### src/rtl/fan_mode_sequencer.sv
// Range-hood fan mode sequencer: standby, levels 1-3, exit delay, self-clean.
// Optional build macro: HURRICANE_ONCE_EN (hurricane allowed once per session).
module fan_mode_sequencer #(
    parameter int HURRICANE_SEC  = 60,
    parameter int EXIT_DELAY_SEC = 60,
    parameter int CLEAN_SEC      = 180,
    parameter int CNT_W          = 8
) (
    input  logic             clk,
    input  logic             reset,
    input  logic             tick_1hz,
    input  logic             power_on,
    input  logic             menu_pulse,
    input  logic             lvl1_pulse,
    input  logic             lvl2_pulse,
    input  logic             lvl3_pulse,
    input  logic             clean_pulse,
    output logic [2:0]       state,
    output logic [1:0]       fan_lvl,
    output logic [CNT_W-1:0] cnt_left,
    output logic             menu_armed,
    output logic             clean_done,
    output logic             busy
);

    typedef enum logic [2:0] {
        S_OFF      = 3'd0,
        S_STANDBY  = 3'd1,
        S_LVL1     = 3'd2,
        S_LVL2     = 3'd3,
        S_LVL3     = 3'd4,
        S_EXIT_DLY = 3'd5,
        S_CLEAN    = 3'd6
    } state_t;

    localparam logic [CNT_W-1:0] HUR_LD   = CNT_W'(HURRICANE_SEC);
    localparam logic [CNT_W-1:0] EXIT_LD  = CNT_W'(EXIT_DELAY_SEC);
    localparam logic [CNT_W-1:0] CLEAN_LD = CNT_W'(CLEAN_SEC);
    localparam logic [CNT_W-1:0] ONE      = CNT_W'(1);

    state_t           state_q, state_d;
    logic [CNT_W-1:0] cnt_q, cnt_d;
    logic             armed_q, armed_d;
    logic             used_q, used_d;
    logic             done_q, done_d;
    logic [1:0]       fan_q;
    logic             busy_q;
    logic             lvl3_ok;
    logic             expire;

`ifdef HURRICANE_ONCE_EN
    assign lvl3_ok = !used_q;
`else
    assign lvl3_ok = 1'b1;
`endif

    // A tick on the last remaining second ends the timed state.
    assign expire = tick_1hz && (cnt_q == ONE);

    function automatic logic [1:0] fan_of(input state_t s);
        unique case (s)
            S_LVL1:     fan_of = 2'd1;
            S_LVL2:     fan_of = 2'd2;
            S_LVL3:     fan_of = 2'd3;
            S_EXIT_DLY: fan_of = 2'd2;
            default:    fan_of = 2'd0;
        endcase
    endfunction

    // Next-state, countdown and flag decisions; power loss overrides all.
    always_comb begin
        state_d = state_q;
        cnt_d   = cnt_q;
        armed_d = armed_q;
        used_d  = used_q;
        done_d  = 1'b0;
        if (!power_on) begin
            state_d = S_OFF;
            cnt_d   = '0;
            armed_d = 1'b0;
            used_d  = 1'b0;
        end else begin
            unique case (state_q)
                S_OFF: begin
                    state_d = S_STANDBY;
                end
                S_STANDBY: begin
                    if (menu_pulse) begin
                        armed_d = !armed_q;
                    end else if (armed_q) begin
                        if (lvl3_pulse && lvl3_ok) begin
                            state_d = S_LVL3;
                            cnt_d   = HUR_LD;
                            used_d  = 1'b1;
                            armed_d = 1'b0;
                        end else if (lvl2_pulse) begin
                            state_d = S_LVL2;
                            armed_d = 1'b0;
                        end else if (lvl1_pulse) begin
                            state_d = S_LVL1;
                            armed_d = 1'b0;
                        end else if (clean_pulse) begin
                            state_d = S_CLEAN;
                            cnt_d   = CLEAN_LD;
                            armed_d = 1'b0;
                        end
                    end
                end
                S_LVL1, S_LVL2: begin
                    if (menu_pulse) begin
                        state_d = S_STANDBY;
                    end else if (lvl2_pulse) begin
                        state_d = S_LVL2;
                    end else if (lvl1_pulse) begin
                        state_d = S_LVL1;
                    end
                end
                S_LVL3: begin
                    if (menu_pulse) begin
                        state_d = S_EXIT_DLY;
                        cnt_d   = EXIT_LD;
                    end else if (expire) begin
                        state_d = S_LVL2;
                        cnt_d   = '0;
                    end else if (tick_1hz && cnt_q > ONE) begin
                        cnt_d = cnt_q - ONE;
                    end
                end
                S_EXIT_DLY, S_CLEAN: begin
                    if (expire) begin
                        state_d = S_STANDBY;
                        cnt_d   = '0;
                        done_d  = (state_q == S_CLEAN);
                    end else if (tick_1hz && cnt_q > ONE) begin
                        cnt_d = cnt_q - ONE;
                    end
                end
                default: begin
                    state_d = S_OFF;
                    cnt_d   = '0;
                    armed_d = 1'b0;
                end
            endcase
        end
    end

    // Register state and every output so each reflects the state just entered.
    always_ff @(posedge clk or posedge reset) begin
        if (reset) begin
            state_q <= S_OFF;
            cnt_q   <= '0;
            armed_q <= 1'b0;
            used_q  <= 1'b0;
            done_q  <= 1'b0;
            fan_q   <= 2'd0;
            busy_q  <= 1'b0;
        end else begin
            state_q <= state_d;
            cnt_q   <= cnt_d;
            armed_q <= armed_d;
            used_q  <= used_d;
            done_q  <= done_d;
            fan_q   <= fan_of(state_d);
            busy_q  <= (state_d == S_LVL3) ||
                       (state_d == S_EXIT_DLY) ||
                       (state_d == S_CLEAN);
        end
    end

    assign state      = state_q;
    assign fan_lvl    = fan_q;
    assign cnt_left   = cnt_q;
    assign menu_armed = armed_q;
    assign clean_done = done_q;
    assign busy       = busy_q;

endmodule

### config.mk
export PLATFORM = sky130hd
export DESIGN_NAME = fan_mode_sequencer
export DESIGN_NICKNAME = d
export VERILOG_FILES = /design/src/rtl/fan_mode_sequencer.sv
export SDC_FILE = /design/constraint.sdc
export NUM_CORES = 1
export LEC_CHECK = 0
export CORE_UTILIZATION = 30
export DETAILED_ROUTE_END_ITERATION = 8
export PLACE_DENSITY = 0.55
export SLEW_MARGIN = 10
export SYNTH_ARGS = -nofsm -noshare
export SYNTH_HDL_FRONTEND = slang
export SYNTH_SLANG_ARGS = --single-unit
### constraint.sdc
create_clock -name clk -period 1.9 [get_ports clk]
set_clock_uncertainty 0.2 [all_clocks]
set_input_delay 0.38 -clock clk [delete_from_list [all_inputs] [get_ports clk]]
set_output_delay 0.38 -clock clk [all_outputs]
set_load 0.005 [all_outputs]
==> results of run 1 <==
[flip-flops by register name (all words and copies together), names as in the netlist]
| signal | count |
|---|---|
| cnt_left | 8 |
| state | 3 |
| fan_lvl | 2 |
| busy | 1 |
| clean_done | 1 |
| menu_armed | 1 |
[cell type report]
type | instances | area share
repair buffers | 77 | 0.322
multi-input cells | 107 | 0.416
well taps | 48 | 0.0286
clock buffers | 4 | 0.0262
inverters | 6 | 0.0107
flip-flops and latches | 16 | 0.197
[metrics by stage]
| stage | setup TNS (ns) | hold slack [ns] | setup WS, ns | utilization |
|---|---|---|---|---|
| floorplan | 0 | 0.0937 | 0.0487 | - |
| global route | -1.20 | 0.250 | -0.150 | 0.552 |
| global placement | -4.94 | 0.394 | -0.467 | 0.471 |
| finish | -0.263 | 0.226 | -0.0891 | 0.552 |
| detailed placement | -5.22 | 0.407 | -0.478 | 0.471 |
| CTS | -0.123 | 0.229 | -0.0623 | 0.530 |
[repair_timing]
action,in CTS,in global routing
endpoints found under the setup margin,21,18
pin swaps,10,13
gates resized for setup,34,10
buffers inserted,7,5
[cells in the final DEF, fill, tap and decap left out, drive strengths merged, types with 3 or more instances in the layout]
cell type	netlist	final
a211oi	4	4
a21oi	10	10
and2	4	4
buf	6	53
clkbuf	0	4
clkdlybuf4s50	0	16
dfrtp	16	16
dlygate4sd2	0	7
inv	6	6
nand2	10	10
nand3	3	3
nand3b	3	3
nor2	11	11
nor3	6	6
nor3b	4	4
nor4	4	4
nor4b	3	3
o21ai	6	6
o21bai	3	3
or2	3	3
or3	3	3
or3b	3	3
[where the power goes]
part / internal (uW) / leakage [uW] / total [uW] / switching (uW)
sequential: 349 / 0.000205 / 358 / 9.52
clock: 184 / 0.0000288 / 311 / 126
combinational: 127 / 0.000712 / 232 / 105
[cell families (layout without fill, tap and decap cells)]
family,count (synthesis),after routing,synth area share
compound gates,37,37,0.224
xor+xnor,1,1,0.00714
fa+ha+maj,2,2,0.0204
buf+inv,12,87,0.0612
flops,16,16,0.326
mux,1,1,0.00816
simple gates,66,66,0.353
[layer usage]
layer  up-vias  wire, um  part of all wire
met2        38      1960              0.50
met4         0       102             0.026
met1       642      1710              0.43
li1        651         -                 -
met3         9       164             0.042
met5         -         0                 0
[critical path, cell delays in order (launching register included)]
cell and delay (ns):
dfrtp_2 0.42, buf_4 0.15, nor4b_4 0.28, buf_4 0.16, a21oi_1 0.05, a211o_2 0.33, xnor2_2 0.16, nor3b_2 0.15
[worst min-delay path by stage]
| stage | from | endpoint | slack, ns | cells after the start |
|---|---|---|---|---|
| 2_1_floorplan | reset | busy | 0.09 | 1 |
| 3_3_place_gp | cnt_left[1] | cnt_left[1] | 0.39 | 2 |
| 3_5_place_dp | cnt_left[1] | cnt_left[1] | 0.41 | 2 |
| 4_1_cts | reset | busy | 0.23 | 3 |
| 5_1_grt | reset | busy | 0.25 | 3 |
| 6_report | reset | busy | 0.23 | 3 |
==> summary.txt, run 1 <==
clock sinks -> 16
final wirelength -> 3930 um
sequential area share after synthesis -> 0.326
CTS buffer count -> 3
largest area contributor in the netlist -> dfrtp_1
crit path from -> cnt_left[4]
number of port buffers -> 24
P per Cell Area -> 429 nW/um^2
DR vias -> 1340
worst-skew pair later-pin latency -> 0.26 ns
CP endpoint kind -> flip-flop
GR met3 Demand/Resource -> 0.0310
initial DRC count -> 45
RSZ-0062 raised after global routing -> yes
number of flops mapped to enable cells by yosys -> 0
CTS clock-pin slew for the worst setup and hold paths -> 0.06 ns
most frequent cells after synthesis -> dfrtp_1 (16), nor2_1 (11), a21oi_1 (10)
WS Path Type -> flip-flop to flip-flop
Final Hold Viols -> 0
first-pass GRT wire length -> 6020 um
Root Buffer -> clkbuf_8
failing checks -> negative setup slack
Sequential cell area -> 413 sq um
number of max-cap violations -> 0
warnings from Yosys -> 0
CORE AREA -> 3800 sq um
worst reg2reg path depth -> 7
post-synthesis cell count -> 135
Max Clk Rate -> 0.503 GHz
area delta synth->final -> 70.9%
io pins -> 25
Setup Viol. Count Final -> 10
setup ws final -> -0.0891 ns
Top FF cell, synth -> dfrtp_1
hpwl dp -> 2800 um
Least-Margin Pin Slew -> 0.347 ns
Synth Register Bits -> 16
worst r2r dst -> fan_lvl[0]
worst hold path class -> primary input to asynchronous set/reset pin
syn_nets -> 146
diode count -> 0
M1 GR Usage -> 0.243
P_leak -> 0.000945 uW
DRC Markers -> 0
Netlist cell types -> 53
post-layout min period -> 1.99 ns
chip width -> 66.0 um
fraction of registers with async set/reset -> 1.00
number of global-route vias before repair -> 1282
peak supply drop -> 0.000267 V
remaining global-route overflow -> 0
layout cells sized above 1 -> 0.476
M2 GR Usage -> 0.293
Worst Setup EP -> fan_lvl[0]
main area contributors after synthesis -> dfrtp_1 (33%), a21oi_1 (4.1%), nor2_1 (3.4%)
grt peak-use layer -> met2
routability cong. -> 0.924
vias per inst -> 5.19
crit start category -> flip-flop
outcome -> complete, but fails checks
total power -> 901 uW
Worst Path Max Fanout -> 4
Finished Layout Cells -> 258
die height -> 66.0 um
initial antenna violation count -> 0
reg2reg start -> cnt_left[4]
syn_area_per_cell -> 9.09 sq um
Post-Syn Area -> 1230 sq um
Req. time, crit path -> 1.88 ns
Hold Buf Count CTS -> 0
Area after DPL -> 1790 sq um
CTS max path bufs -> 2
flop2flop setup slack -> -0.09 ns
Initial Util -> 0.323
period utilization -> 1.05
design area -> 2100 sq um
Pins Over Slew Limit -> 0
routed len/inst -> 15.2 um
H-tree depth -> 1
Die Area -> 4350 sq um
CTS tree -> done
Total Routing Usage GR -> 0.185
dominant cell by count in the synthesized netlist -> dfrtp_1
largest net degree at the start of global routing -> 17
placed cells -> 242
CP arrival -> 1.97 ns
FILL cells -> 349
Nets -> 222
post-synth top area share -> 0.326
remaining antenna violation count -> 0
row cnt -> 22
router iterations before antenna repair -> 4
Slew HR -> 0.769
area of the multi-input gates -> 872 sq um
(Power assumes the default switching activity.)
==> run 2: changes to the inputs <==
--- a/config.mk
+++ b/config.mk
@@ -5,6 +5,8 @@
 export SDC_FILE = /design/constraint.sdc
 export NUM_CORES = 1
 export LEC_CHECK = 0
+export ABC_AREA = 1
+export CAP_MARGIN = 20
 export CORE_UTILIZATION = 30
 export DETAILED_ROUTE_END_ITERATION = 8
 export PLACE_DENSITY = 0.55
==> summary.txt, run 2 <==
outcome -> finished clean (was complete, but fails checks)
sequential area share after synthesis -> 0.329 (was 0.326)
period utilization -> 0.958 (was 1.05)
crit start category -> flip-flop (unchanged)
Switching Share -> 0.303 (was 0.267)
number of global-route vias before repair -> 1341 (was 1282)
M2 GR Usage -> 0.319 (was 0.293)
worst-skew pair later-pin latency -> 0.25 ns (was 0.26 ns)
initial antenna violation count -> 0 (unchanged)
die height -> 65.7 um (was 66.0 um)
CTS clock-pin slew for the worst setup and hold paths -> 0.06 ns (about the same)
CTS tree -> done (unchanged)
M1 GR Usage -> 0.201 (was 0.243)
Netlist cell types -> 24 (was 53)
CTS buffer count -> 3 (unchanged)
Max Clk Rate -> 0.549 GHz (was 0.503 GHz)
post-synthesis cell count -> 185 (was 135)
P per Cell Area -> 478 nW/um^2 (was 429 nW/um^2)
setup ws final -> 0.0797 ns (was -0.0891 ns)
commonest non-fill, non-tap cell in the layout -> nand2_1 (was buf_4)
Initial Util -> 0.322 (was 0.323)
total power -> 923 uW (was 901 uW)
Nets -> 268 (was 222)
post-layout min period -> 1.82 ns (was 1.99 ns)
H-tree depth -> 1 (unchanged)
syn_nets -> 196 (was 146)
Comb power frac -> 0.331 (was 0.258)
Synth Register Bits -> 16 (unchanged)
number of flops mapped to enable cells by yosys -> 0 (unchanged)
chip width -> 65.7 um (was 66.0 um)
remaining antenna violation count -> 0 (unchanged)
fraction of registers with async set/reset -> 1.00 (unchanged)
io pins -> 25 (unchanged)
router iterations before antenna repair -> 4 (unchanged)
Req. time, crit path -> 1.32 ns (was 1.88 ns)
GR met3 Demand/Resource -> 0.0226 (was 0.0310)
DRC Markers -> 0 (unchanged)
hold_ws -> 0.238 ns (was 0.226 ns)
vias per inst -> 4.50 (was 5.19)
Least-Margin Pin Slew -> 0.335 ns (was 0.347 ns)
WS Path Type -> flip-flop to output port (was flip-flop to flip-flop)
routability cong. -> 0.874 (was 0.924)
number of max-cap violations -> 0 (unchanged)
design area -> 1930 sq um (was 2100 sq um)
initial DRC count -> 37 (was 45)
Pins Over Slew Limit -> 0 (unchanged)
CP endpoint kind -> output port (was flip-flop)
largest area contributor in the netlist -> dfrtp_1 (unchanged)
Final Util -> 0.512 (was 0.552)
worst r2r dst -> state[2] (was fan_lvl[0])
Die Area -> 4310 sq um (was 4350 sq um)
peak supply drop -> 0.000240 V (was 0.000267 V)
Final Hold Viols -> 0 (unchanged)
post-synth top area share -> 0.329 (was 0.326)
Internal -> 643 uW (was 660 uW)
routed len/inst -> 11.0 um (was 15.2 um)
area delta synth->final -> 58.7% (was 70.9%)
CP arrival -> 1.24 ns (was 1.97 ns)
Area after DPL -> 1790 sq um (about the same)
Worst Path Max Fanout -> 5 (was 4)
largest net degree at the start of global routing -> 17 (unchanged)
Setup Viol. Count Final -> 0 (was 10)
Total Routing Usage GR -> 0.172 (was 0.185)
final wirelength -> 3340 um (was 3930 um)
first-pass GRT wire length -> 5670 um (was 6020 um)
CORE AREA -> 3770 sq um (was 3800 sq um)
most frequent cells after synthesis -> nand2_1 (51), inv_1 (30), nor2_1 (18) (was dfrtp_1 (16), nor2_1 (11), a21oi_1 (10))
Hold Buf Count CTS -> 0 (unchanged)
Root Buffer -> clkbuf_8 (unchanged)
dominant cell by count in the synthesized netlist -> nand2_1 (was dfrtp_1)
worst reg2reg path depth -> 9 (was 7)
diode count -> 0 (unchanged)
number of port buffers -> 24 (unchanged)
warnings from Yosys -> 0 (unchanged)
clock sinks -> 16 (unchanged)
max FFs per register -> 8 (unchanged)
net switching power -> 280 uW (was 241 uW)
grt peak-use layer -> met2 (unchanged)
hpwl dp -> 2660 um (was 2800 um)
syn_area_per_cell -> 6.57 sq um (was 9.09 sq um)
row cnt -> 22 (unchanged)
remaining global-route overflow -> 0 (unchanged)
Post-Syn Area -> 1220 sq um (was 1230 sq um)
worst hold path class -> primary input to asynchronous set/reset pin (unchanged)
layout cells sized above 1 -> 0.306 (was 0.476)
flop2flop setup slack -> 0.11 ns (was -0.09 ns)
pre-CTS setup slack -> -0.173 ns (was -0.478 ns)
clock share of power -> 0.273 (was 0.345)
most frequent cells in the layout -> nand2_1 (48), buf_4 (42), inv_1 (30) (was buf_4 (46), clkdlybuf4s50_1 (16), nor2_1 (11))
sequential share of power -> 0.396 (was 0.397)
main area contributors after synthesis -> dfrtp_1 (33%), nand2_1 (16%), inv_1 (9.3%) (was dfrtp_1 (33%), a21oi_1 (4.1%), nor2_1 (3.4%))
Top FF cell, synth -> dfrtp_1 (unchanged)
DR vias -> 1362 (was 1340)
Slew HR -> 0.774 (was 0.769)
reg2reg start -> cnt_left[1] (was cnt_left[4])
P_leak -> 0.00100 uW (was 0.000945 uW)
CTS max path bufs -> 2 (unchanged)
## run 2: cell types whose count changed in the layout (fill, tap and decap cells not counted), moves of 7 or more
| cell | delta |
|---|---|
| nand2_1 | +39 |
| inv_1 | +26 |
| dfrtp_1 | +8 |
| nor2_2 | +7 |
| dlygate4sd2_1 | -7 |
| nand3_1 | +13 |
| dfrtp_2 | -8 |
## run 2: how the worst max path moves through the flow
stage | startpoint | end | depth (start not counted)
CTS | cnt_left[3] | cnt_left[3] | 1
finish | cnt_left[7] | cnt_left[7] | 2
floorplan | cnt_left[0] | cnt_left[3] | 12
detailed placement | menu_pulse | fan_lvl[0] | 11
global placement | menu_pulse | fan_lvl[0] | 11
global route | menu_pulse | cnt_left[2] | 9
## run 2: what timing repair did
action	CTS	global route
gates resized for setup	0	24
endpoints found under the setup margin	0	12
buffers inserted	0	6
## run 2: layout make-up
class	count	area, sq um
multi-input cells	136	731
flip-flops and latches	16	403
fillers	402	1840
clock buffers	3	41.3
repair buffers	67	572
well taps	48	60.1
inverters	33	124
## run 2: cells by family after synthesis
logic type / count (synthesis) / synth area share
compound gates: 28 / 0.131
xor+xnor: 4 / 0.0288
fa+ha+maj: 2 / 0.0206
buf+inv: 33 / 0.102
flops: 16 / 0.329
simple gates: 102 / 0.389
## run 2: power groups by stage
stage	combinational [uW]	sequential [uW]	clock, uW
after global routing	342	366	280
final	305	366	252
after floorplan	143	372	0
after detailed placement	285	371	0
after CTS	288	365	264
after global placement	286	372	0
## run 2: layer usage
layer | share of wire | vias up
met5 | 0 | -
met1 | 0.47 | 608
met2 | 0.50 | 24
met4 | 0.0057 | 0
met3 | 0.023 | 2
li1 | - | 728
## run 2: critical path: stages, from the launching register on
cell	delay, ns
dfrtp_1	0.36
buf_4	0.14
clkdlybuf4s50_1	0.49
## run 2: metrics by stage
step,setup TNS [ns],instances
after detailed placement,-1.14,294
after global routing,-0.0199,303
final,0,303
after CTS,0,297
after floorplan,0,185
after global placement,-0.971,294
==> run 3: changes to the inputs <==
--- a/config.mk
+++ b/config.mk
@@ -7,9 +7,9 @@
 export LEC_CHECK = 0
 export ABC_AREA = 1
 export CAP_MARGIN = 20
-export CORE_UTILIZATION = 30
+export CORE_UTILIZATION = 46
 export DETAILED_ROUTE_END_ITERATION = 8
-export PLACE_DENSITY = 0.55
+export PLACE_DENSITY = 0.78
 export SLEW_MARGIN = 10
 export SYNTH_ARGS = -nofsm -noshare
 export SYNTH_HDL_FRONTEND = slang
==> summary.txt, run 3 (same netlist as run 2, synthesis figures left out) <==
Comb power frac -> 0.324 (was 0.331)
CP max stage cell -> clkdlybuf4s50_1 (unchanged)
CP arrival -> 1.28 ns (was 1.24 ns)
router iterations before antenna repair -> 4 (unchanged)
remaining antenna violation count -> 0 (unchanged)
sequential share of power -> 0.413 (was 0.396)
CTS max path bufs -> 2 (unchanged)
CORE AREA -> 2480 sq um (was 3770 sq um)
worst-skew pair later-pin latency -> 0.30 ns (was 0.25 ns)
post-layout min period -> 1.86 ns (was 1.82 ns)
met3 wire length -> 115 um (was 77 um)
chip width -> 53.4 um (was 65.7 um)
CP endpoint kind -> output port (unchanged)
row cnt -> 18 (was 22)
largest net degree at the start of global routing -> 17 (unchanged)
peak supply drop -> 0.000541 V (was 0.000240 V)
clock share of power -> 0.262 (was 0.273)
Max Clk Rate -> 0.539 GHz (was 0.549 GHz)
number of max-cap violations -> 0 (unchanged)
worst hold path class -> primary input to asynchronous set/reset pin (unchanged)
Setup Viol. Count Final -> 0 (unchanged)
hold_ws -> 0.172 ns (was 0.238 ns)
Total Routing Usage GR -> 0.262 (was 0.172)
Nets -> 254 (was 268)
DR vias -> 1389 (was 1362)
Initial Util -> 0.491 (was 0.322)
Least-Margin Pin Slew -> 0.346 ns (was 0.335 ns)
net switching power -> 284 uW (was 280 uW)
Final Hold Viols -> 0 (unchanged)
Area after DPL -> 1700 sq um (was 1790 sq um)
Root Buffer -> clkbuf_4 (was clkbuf_8)
P per Cell Area -> 487 nW/um^2 (was 478 nW/um^2)
initial antenna violation count -> 0 (unchanged)
first-pass GRT wire length -> 5350 um (was 5670 um)
area delta synth->final -> 50.2% (was 58.7%)
worst path bufs/invs -> 1 (was 2)
period utilization -> 0.977 (was 0.958)
most frequent cells in the layout -> nand2_1 (50), inv_1 (29), buf_4 (26) (was nand2_1 (48), buf_4 (42), inv_1 (30))
DRC Markers -> 0 (unchanged)
H-tree depth -> 1 (unchanged)
outcome -> finished clean (unchanged)
WS Path Type -> flip-flop to output port (unchanged)
Hold Buf Count CTS -> 0 (unchanged)
CTS clock-pin slew for the worst setup and hold paths -> 0.10 ns (was 0.06 ns)
Sequential cell area -> 405 sq um (was 403 sq um)
number of port buffers -> 24 (unchanged)
routed len/inst -> 12.5 um (was 11.0 um)
WP depth -> 1 (was 2)
hpwl dp -> 2570 um (was 2660 um)
area of the multi-input gates -> 724 sq um (was 731 sq um)
CTS tree -> done (unchanged)
largest stage delay on the critical path -> 0.53 ns (was 0.49 ns)
Pins Over Slew Limit -> 0 (unchanged)
remaining global-route overflow -> 0 (unchanged)
vias per inst -> 5.11 (was 4.50)
diode count -> 0 (unchanged)
final wirelength -> 3410 um (was 3340 um)
worst reg2reg path depth -> 10 (was 9)
Req. time, crit path -> 1.32 ns (about the same)
CP delay by family, top -> buffers and inverters (unchanged)
CTS buffer count -> 3 (unchanged)
P_leak -> 0.000990 uW (was 0.00100 uW)
Switching Share -> 0.319 (was 0.303)
io pins -> 25 (unchanged)
met2 routed wirelength -> 1760 um (was 1670 um)
crit start category -> flip-flop (unchanged)
layout cells sized above 1 -> 0.264 (was 0.306)
Worst Path Max Fanout -> 7 (was 5)
Die Area -> 2850 sq um (was 4310 sq um)
die height -> 53.4 um (was 65.7 um)
Final Util -> 0.737 (was 0.512)
routability cong. -> 0.919 (was 0.874)
commonest non-fill, non-tap cell in the layout -> nand2_1 (unchanged)
CP Cell Sequence -> clkdlybuf4s50_1 (was buf_4, clkdlybuf4s50_1)
Slew HR -> 0.769 (was 0.774)
number of global-route vias before repair -> 1279 (was 1341)
Fin Setup TNS -> 0 ns (unchanged)
FILL cells -> 198 (was 402)
initial DRC count -> 37 (unchanged)
clock sinks -> 16 (unchanged)
max FFs per register -> 8 (unchanged)
Internal -> 606 uW (was 643 uW)
met1 WL -> 1430 um (was 1570 um)
Max Used Layer -> met4 (unchanged)
design area -> 1830 sq um (was 1930 sq um)
-- run 3: power by group through the flow --
stage	logic (uW)	clock network (uW)	registers (uW)
floorplan	143	0	372
global placement	261	0	373
detailed placement	268	0	373
CTS	272	239	368
global route	320	262	369
finish	289	234	368
-- run 3: final cells by class --
| class | count | share of cell area |
|---|---|---|
| clock buffers | 4 | 0.0199 |
| inverters | 33 | 0.0678 |
| multi-input cells | 136 | 0.397 |
| flip-flops and latches | 16 | 0.222 |
| well taps | 30 | 0.0205 |
| repair buffers | 53 | 0.273 |
-- run 3: worst paths after layout --
check | from | endpoint | slack, ns
min in group clk | cnt_left[7] | cnt_left[7] | 0.38
worst max-delay path | state[0] | state[0] | 0.04
worst max register to register | cnt_left[1] | fan_lvl[0] | 0.09
worst min register to register | cnt_left[7] | cnt_left[7] | 0.38
worst min-delay path | reset | menu_armed | 0.17
max in group asynchronous | reset | state[0] | 1.12
-- run 3: worst register-to-register path, cell delays in order, from the launching register on --
cell	delay (ns)
dfrtp_1	0.41
inv_2	0.09
ha_2	0.20
and3_4	0.21
nand2_2	0.07
nand2_1	0.07
nand2_1	0.06
a21oi_2	0.15
buf_4	0.14
nand3_1	0.07
nand2_1	0.08
-- run 3: what timing repair did --
action	in CTS	in global routing
gates cloned	0	0
setup buffers	0	5
resized for setup	5	18
setup endpoints to repair	5	17
-- run 3: per-stage QoR --
step	power (uW)	cells	setup WS [ns]
3_5_place_dp	641	263	-0.213
6_report	890	272	0.0442
2_1_floorplan	515	185	0.169
3_3_place_gp	634	263	-0.162
4_1_cts	878	267	0.0201
5_1_grt	951	272	-0.0212
-- run 3: per-layer routing --
layer	vias up	track usage
li1	700	-
met1	634	0.284
met2	42	0.500
met3	13	0.0316
met4	0	0.105
met5	-	0
==> patch 1: new RTL, config.mk and constraints of run 2 <==
Make the reset (`reset`) synchronous in one clocked block.
--- a/src/rtl/fan_mode_sequencer.sv
+++ b/src/rtl/fan_mode_sequencer.sv
@@ -147,3 +147,3 @@
     // Register state and every output so each reflects the state just entered.
-    always_ff @(posedge clk or posedge reset) begin
+    always_ff @(posedge clk) begin
         if (reset) begin
Function: differs if reset is asserted again (counterexample within 4 cycles, from zero or initial values and one cycle with reset high); with reset held inactive, the same outputs for 10 cycles.
==> patch 1 against run 2 <==
  * Routed wire length fell by 8.5%
  * Count of clock-buffer cells in the layout is 1 higher
  * First-iteration DRC count grew 110%
  * Maximum frequency down 0.27%
  * Die area down 6.0%
  * Worst setup slack worse by 5.0 ps
  * Global-route usage down 0.26 points
  * Sequential cell count is the same
  * Synthesized area shrank 6.2%
  * Final area shrank 16%
  * Sequential share of layout area decreased by 0.56 points
  * Critical endpoint is now cnt_left[3]
  * Largest cell class unchanged
Power is not compared: it rests on default switching activity, and its combinational part moved more than twofold at a synthesized area within 25%.
==> patch 1: results (changes against run 2) <==
** Routing
- The DRC marker count from the first detailed-route iteration is 77 (+110%).
- The average vias per placed instance was 4.48 (-0.40%).
- The post-detailed-route wirelength per cell was 10.8 µm (-2.0%).
- The number of nets with antenna violations after detailed routing was 0 (unchanged).

** Global route
- Vias in the first global route :: 1218 (-9.2%)
- The total routing usage reported by global routing is 0.169 (-0.00258).
- Remaining global-route overflow :: 0 (unchanged)
- The initial antenna violation count was 0 (unchanged).
- The first-pass GRT wire length was 5360 µm (-5.5%).
- The largest net degree at the start of global routing is 10 (-7).

** Synth
- Sequential-to-total area share from yosys stat :: 0.281 (-0.0485)
- Ys flop type :: sky130_fd_sc_hd__dfxtp_1
- Async set or reset register ratio after synthesis :: 0 (-1.00)
- In the synthesized netlist, the cells that appear most often are sky130_fd_sc_hd__nand2_1 (62), sky130_fd_sc_hd__inv_1 (27), sky130_fd_sc_hd__nor2_1 (26).
- The number of distinct library cells after synthesis is 25 (+4.2%).
- The number of nets produced by synthesis was 204 (+4.1%).
- Largest cells by area after synthesis :: sky130_fd_sc_hd__dfxtp_1 (28%), sky130_fd_sc_hd__nand2_1 (20%), sky130_fd_sc_hd__inv_1 (8.9%)

** Place
- The placed standard-cell area is 1550 µm² (-14%).
- Dpl hpwl :: 2420 µm (-8.8%)
- Final RePlAce weighted congestion :: 0.835 (-4.5%)

** Setup path
- Maximum net fanout on the critical path :: 6 (+1)
- Worst-path cell with the longest stage delay :: sky130_fd_sc_hd__clkdlybuf4s50_1
- Delay contributed by the slowest stage of the critical path :: 540 ps (+50 ps)

** CTS
- After clock tree synthesis, the clock-pin slew on the worst setup and hold paths is ~70 ps.

** Finish
- The flip-flop count of the largest register, all copies and words added was 8 (unchanged).
- The final net count was 247 (-7.8%).
- The layout cell share with drive strength beyond 1 was 0.191 (-0.114).

** STA
- Slew Limit Headroom :: 0.844 (+0.0702)

** Hold path
- Hold/Removal Path Class :: reg -> reg

** Run status
- The run finished with clean final reports.
-- patch 1: logic make-up (layout without fill, tap and decap cells) --
kind of cell    count (synthesis)  count (layout)  synth area share
compound gates                 26              26             0.133
xor+xnor                        2               2            0.0154
fa+ha+maj                       2               2            0.0219
buf+inv                        32              74             0.105
flops                          16              16             0.281
simple gates                  115             115             0.444
-- patch 1: worst register-to-register path: stages (launching register included) --
cell and delay, ps:
sky130_fd_sc_hd__dfxtp_1 320, sky130_fd_sc_hd__inv_1 70, sky130_fd_sc_hd__ha_1 180, sky130_fd_sc_hd__inv_1 50, sky130_fd_sc_hd__nor2_1 130, sky130_fd_sc_hd__nand3_2 160
sky130_fd_sc_hd__nand2_1 90, sky130_fd_sc_hd__o21ai_1 60, sky130_fd_sc_hd__nor2_1 140, sky130_fd_sc_hd__nand3_1 120, sky130_fd_sc_hd__a21oi_1 160
-- patch 1: per-layer routing --
layer  GRT usage  wire [µm]  up-vias
met1       0.213       1570      553
met5           0          0        -
met2       0.281       1360       19
met3      0.0453        105        2
met4      0.0483         19        0
li1            -          -      693
-- patch 1: where the power goes --
group / switching [mW] / total (mW) / leakage [nW] / internal, mW
sequential: 0.00316 / 0.340 / 0.132 / 0.337
combinational: 0.0361 / 0.0734 / 0.561 / 0.0373
clock: 0.130 / 0.314 / 0.0288 / 0.184
-- patch 1: metrics by stage --
stage / setup WS (ps) / power, mW / cells / TNS [ps] / hold WS (ps)
floorplan: 251 / 0.375 / 193 / 0 / 249
global placement: -60.6 / 0.421 / 279 / -234 / 325
detailed placement: -92.1 / 0.421 / 279 / -384 / 302
CTS: 23.9 / 0.731 / 283 / 0 / 314
global route: 0.502 / 0.764 / 283 / 0 / 336
finish: 74.8 / 0.728 / 283 / 0 / 317
-- patch 1: layout make-up --
cell class / instances / area, µm²
Clock buffer: 4 / 55.1
Fill cell: 375 / 2050
Inverter: 32 / 120
Multi-Input combinational cell: 145 / 706
Sequential cell: 16 / 328
Tap cell: 48 / 60.1
Timing Repair Buffer: 38 / 345
-- patch 1: timing repair --
item | in CTS | in global routing
hold endpoints to repair | 0 | 0
endpoints found under the setup margin | 2 | 13
gates resized for setup | 2 | 6
pin swaps | 0 | 1
-- patch 1: final timing paths --
| kind | start | end | slack (ps) | cells past startpoint |
|---|---|---|---|---|
| hold / removal | state[0] | clean_done | 320 | 1 |
| hold reg to reg | state[0] | clean_done | 320 | 1 |
| setup reg to reg | cnt_left[1] | fan_lvl[0] | 160 | 10 |
| setup / recovery | cnt_left[3] | cnt_left[3] | 70 | 1 |
==> patch 2: new RTL, config.mk and constraints of run 2 <==
Without the edit above. Set the parameter `CNT_W` to 9 (it was 8).
--- a/src/rtl/fan_mode_sequencer.sv
+++ b/src/rtl/fan_mode_sequencer.sv
@@ -6,3 +6,3 @@
     parameter int CLEAN_SEC      = 180,
-    parameter int CNT_W          = 8
+    parameter int CNT_W          = 9
 ) (
Interface: changed (resized cnt_left); port bits go from 25 to 26. No check against the original RTL was run, so the function may have changed too.
==> patch 2 against run 2 <==
  * Sequential cell count rose by 1
  * Clock power rose by 11%
  * Global-route usage fell by 1.9 points
  * Cell count rose by 3.0%
  * Final area fell by 0.39%
  * Worst setup slack got worse by 44 ps
  * Total power fell by 4.5%
  * Synthesized cell count rose by 16%
  * Synthesized area rose by 14%
  * Register-to-register slack barely moved
  * Critical path type unchanged
  * Routed wire length rose by 1.3%
==> patch 2: results (changes against run 2) <==
** Synth
- Sorting the synthesized cells by area gives the leading types as sky130_fd_sc_hd__dfrtp_1 (31%), sky130_fd_sc_hd__nand2_1 (19%), sky130_fd_sc_hd__inv_1 (8.7%).
- The number of synthesized flops with an enable pin came to 0 (unchanged).
- Number of nets produced by synthesis :: 225 (+15%)
- Sequential-to-total area share from yosys stat :: 0.307 (-0.0221)
- Leading cell types by count after synthesis :: sky130_fd_sc_hd__nand2_1 (70), sky130_fd_sc_hd__inv_1 (32), sky130_fd_sc_hd__nor2_1 (18)
- Ys flop type :: sky130_fd_sc_hd__dfrtp_1
- Yosys synthesis warning count :: 0 (unchanged)
- Async set or reset register ratio after synthesis :: 1.00 (unchanged)
- Number of different library cells in the post-synthesis netlist :: 25 (+4.2%)

** Power
- The worst voltage drop across the vdd grid came to 347 µV (+45%).
- The static leakage power was 0.988 nW (-1.2%).

** Routing
- The length of the first detailed-routing pass in iterations is 4 (unchanged).
- DR vias :: 1431 (+5.1%)
- Average wire per standard cell :: 10.8 µm (-1.7%)
- The DRC marker count from the first detailed-route iteration is 40 (+8.1%).

** Finish
- The final-layout fill cell count came to 483 (+20%).
- The final net count was 272 (+1.5%).
- Diode insertion count for antenna repair :: 0 (unchanged)
- Max reg flops :: 9 (+1)
- Share of final-layout standard cells stronger than drive strength 1 :: 0.262 (-0.0443)

** Place
- Instance area at placement :: 1810 µm² (+0.84%)
- Port Buffer Count :: 25 (+4.2%)
- Worst setup slack before clock tree synthesis :: -115 ps (+58.5 ps)
- Dpl hpwl :: 2700 µm (+1.5%)
- Final RePlAce weighted congestion :: 0.820 (-6.3%)

** CTS
- After clock tree synthesis, the clock-pin slew on the worst setup and hold paths is about 70 ps.
- Cell at the root of the clock tree :: sky130_fd_sc_hd__clkbuf_8
- Number of buffers added by the clock tree synthesis step :: 3 (unchanged)
- Number of buffers between clock root and the deepest sink :: 2 (unchanged)
- H-tree levels :: 1 (unchanged)
- Clock Latency Late Sink :: ~260 ps

** Global route
- Total global-route track usage :: 0.153 (-0.0188)
- The via count of the first global-routing pass is 1349 (+0.60%).
- Global-route wire length before repair :: 6040 µm (+6.6%)
- The initial antenna violation count came to 0 (unchanged).
- Maximum number of pins on one net before global-route repair :: 18 (+1)

** Setup path
- Worst path arrival time :: 1280 ps (+40 ps)
- The cell count of the worst reg-to-reg path was 13 (+4).
- Maximum net fanout on the critical path :: 3 (-2)

** STA
- The worst slew slack as a fraction of its limit was 0.682 (-0.0917).

** Run status
- The run finished with clean final reports.

** Hold path
- Hold/Removal Path Class :: in -> async
[patch 2: cell count changes after synthesis, sizes merged, moves of 2 or more]
cell   delta
nand4     +3
o21ai     -3
nand2    +23
buf       +2
nor2      +5
inv       +2
a21oi     -3
and3      -2
[patch 2: path summary, 6_finish.rpt]
check / from / slack (ps) / end
hold reg to reg: cnt_left[2] / 400 / cnt_left[2]
hold / removal: reset / 230 / busy
setup / recovery: cnt_left[0] / 40 / cnt_left[0]
max in group asynchronous: reset / 1050 / cnt_left[2]
min in group clk: cnt_left[2] / 400 / cnt_left[2]
setup reg to reg: cnt_left[1] / 110 / fan_lvl[0]
[patch 2: cell type report]
class | instances | area [µm²] | share of cell area
multi-input combinational | 159 | 855 | 0.444
sequential | 17 | 429 | 0.223
timing repair buffer | 44 | 393 | 0.204
inverter | 36 | 135 | 0.0703
tap | 52 | 65.1 | 0.0338
clock buffer | 3 | 41.3 | 0.0215
clock inverter | 1 | 5.00 | 0.00260
[patch 2: logic make-up (layout without fill, tap and decap cells)]
logic type,after synthesis,count (layout),synth area share
buf+inv,38,84,0.111
xor+xnor,5,5,0.0316
compound gates,21,21,0.0912
fa+ha+maj,2,2,0.0181
simple gates,131,131,0.441
flops,17,17,0.307
[patch 2: layer usage]
metal  up-vias  GRT usage  share of wire
met4         0     0.0422         0.0074
li1        757          -              -
met3         4     0.0289          0.033
met1       648      0.203           0.48
met2        22      0.254           0.48
met5         -          0              0
[patch 2: critical path, cell delays in order, from the launching register on]
cell	delay [ps]
sky130_fd_sc_hd__dfrtp_1	400
sky130_fd_sc_hd__buf_4	140
sky130_fd_sc_hd__clkdlybuf4s50_1	490
[patch 2: stage by stage]
stage          total power [mW]  instances
2_1_floorplan             0.524        214
3_3_place_gp              0.604        306
3_5_place_dp              0.601        306
4_1_cts                   0.890        311
5_1_grt                   0.933        312
6_report                  0.881        312
[patch 2: timing repair]
item,CTS,global route
setup endpoints to repair,4,15
endpoints found under the hold margin,0,0
gates resized for setup,3,19
buffers inserted,1,1
pin swaps,0,2
[patch 2: report_power, final]
group / switching (mW) / internal (mW) / leakage [nW] / total (mW)
clock: 0.134 / 0.146 / 0.0255 / 0.280
combinational: 0.119 / 0.0953 / 0.732 / 0.214
sequential: 0.0156 / 0.371 / 0.231 / 0.387
total: 0.269 / 0.612 / 0.988 / 0.881
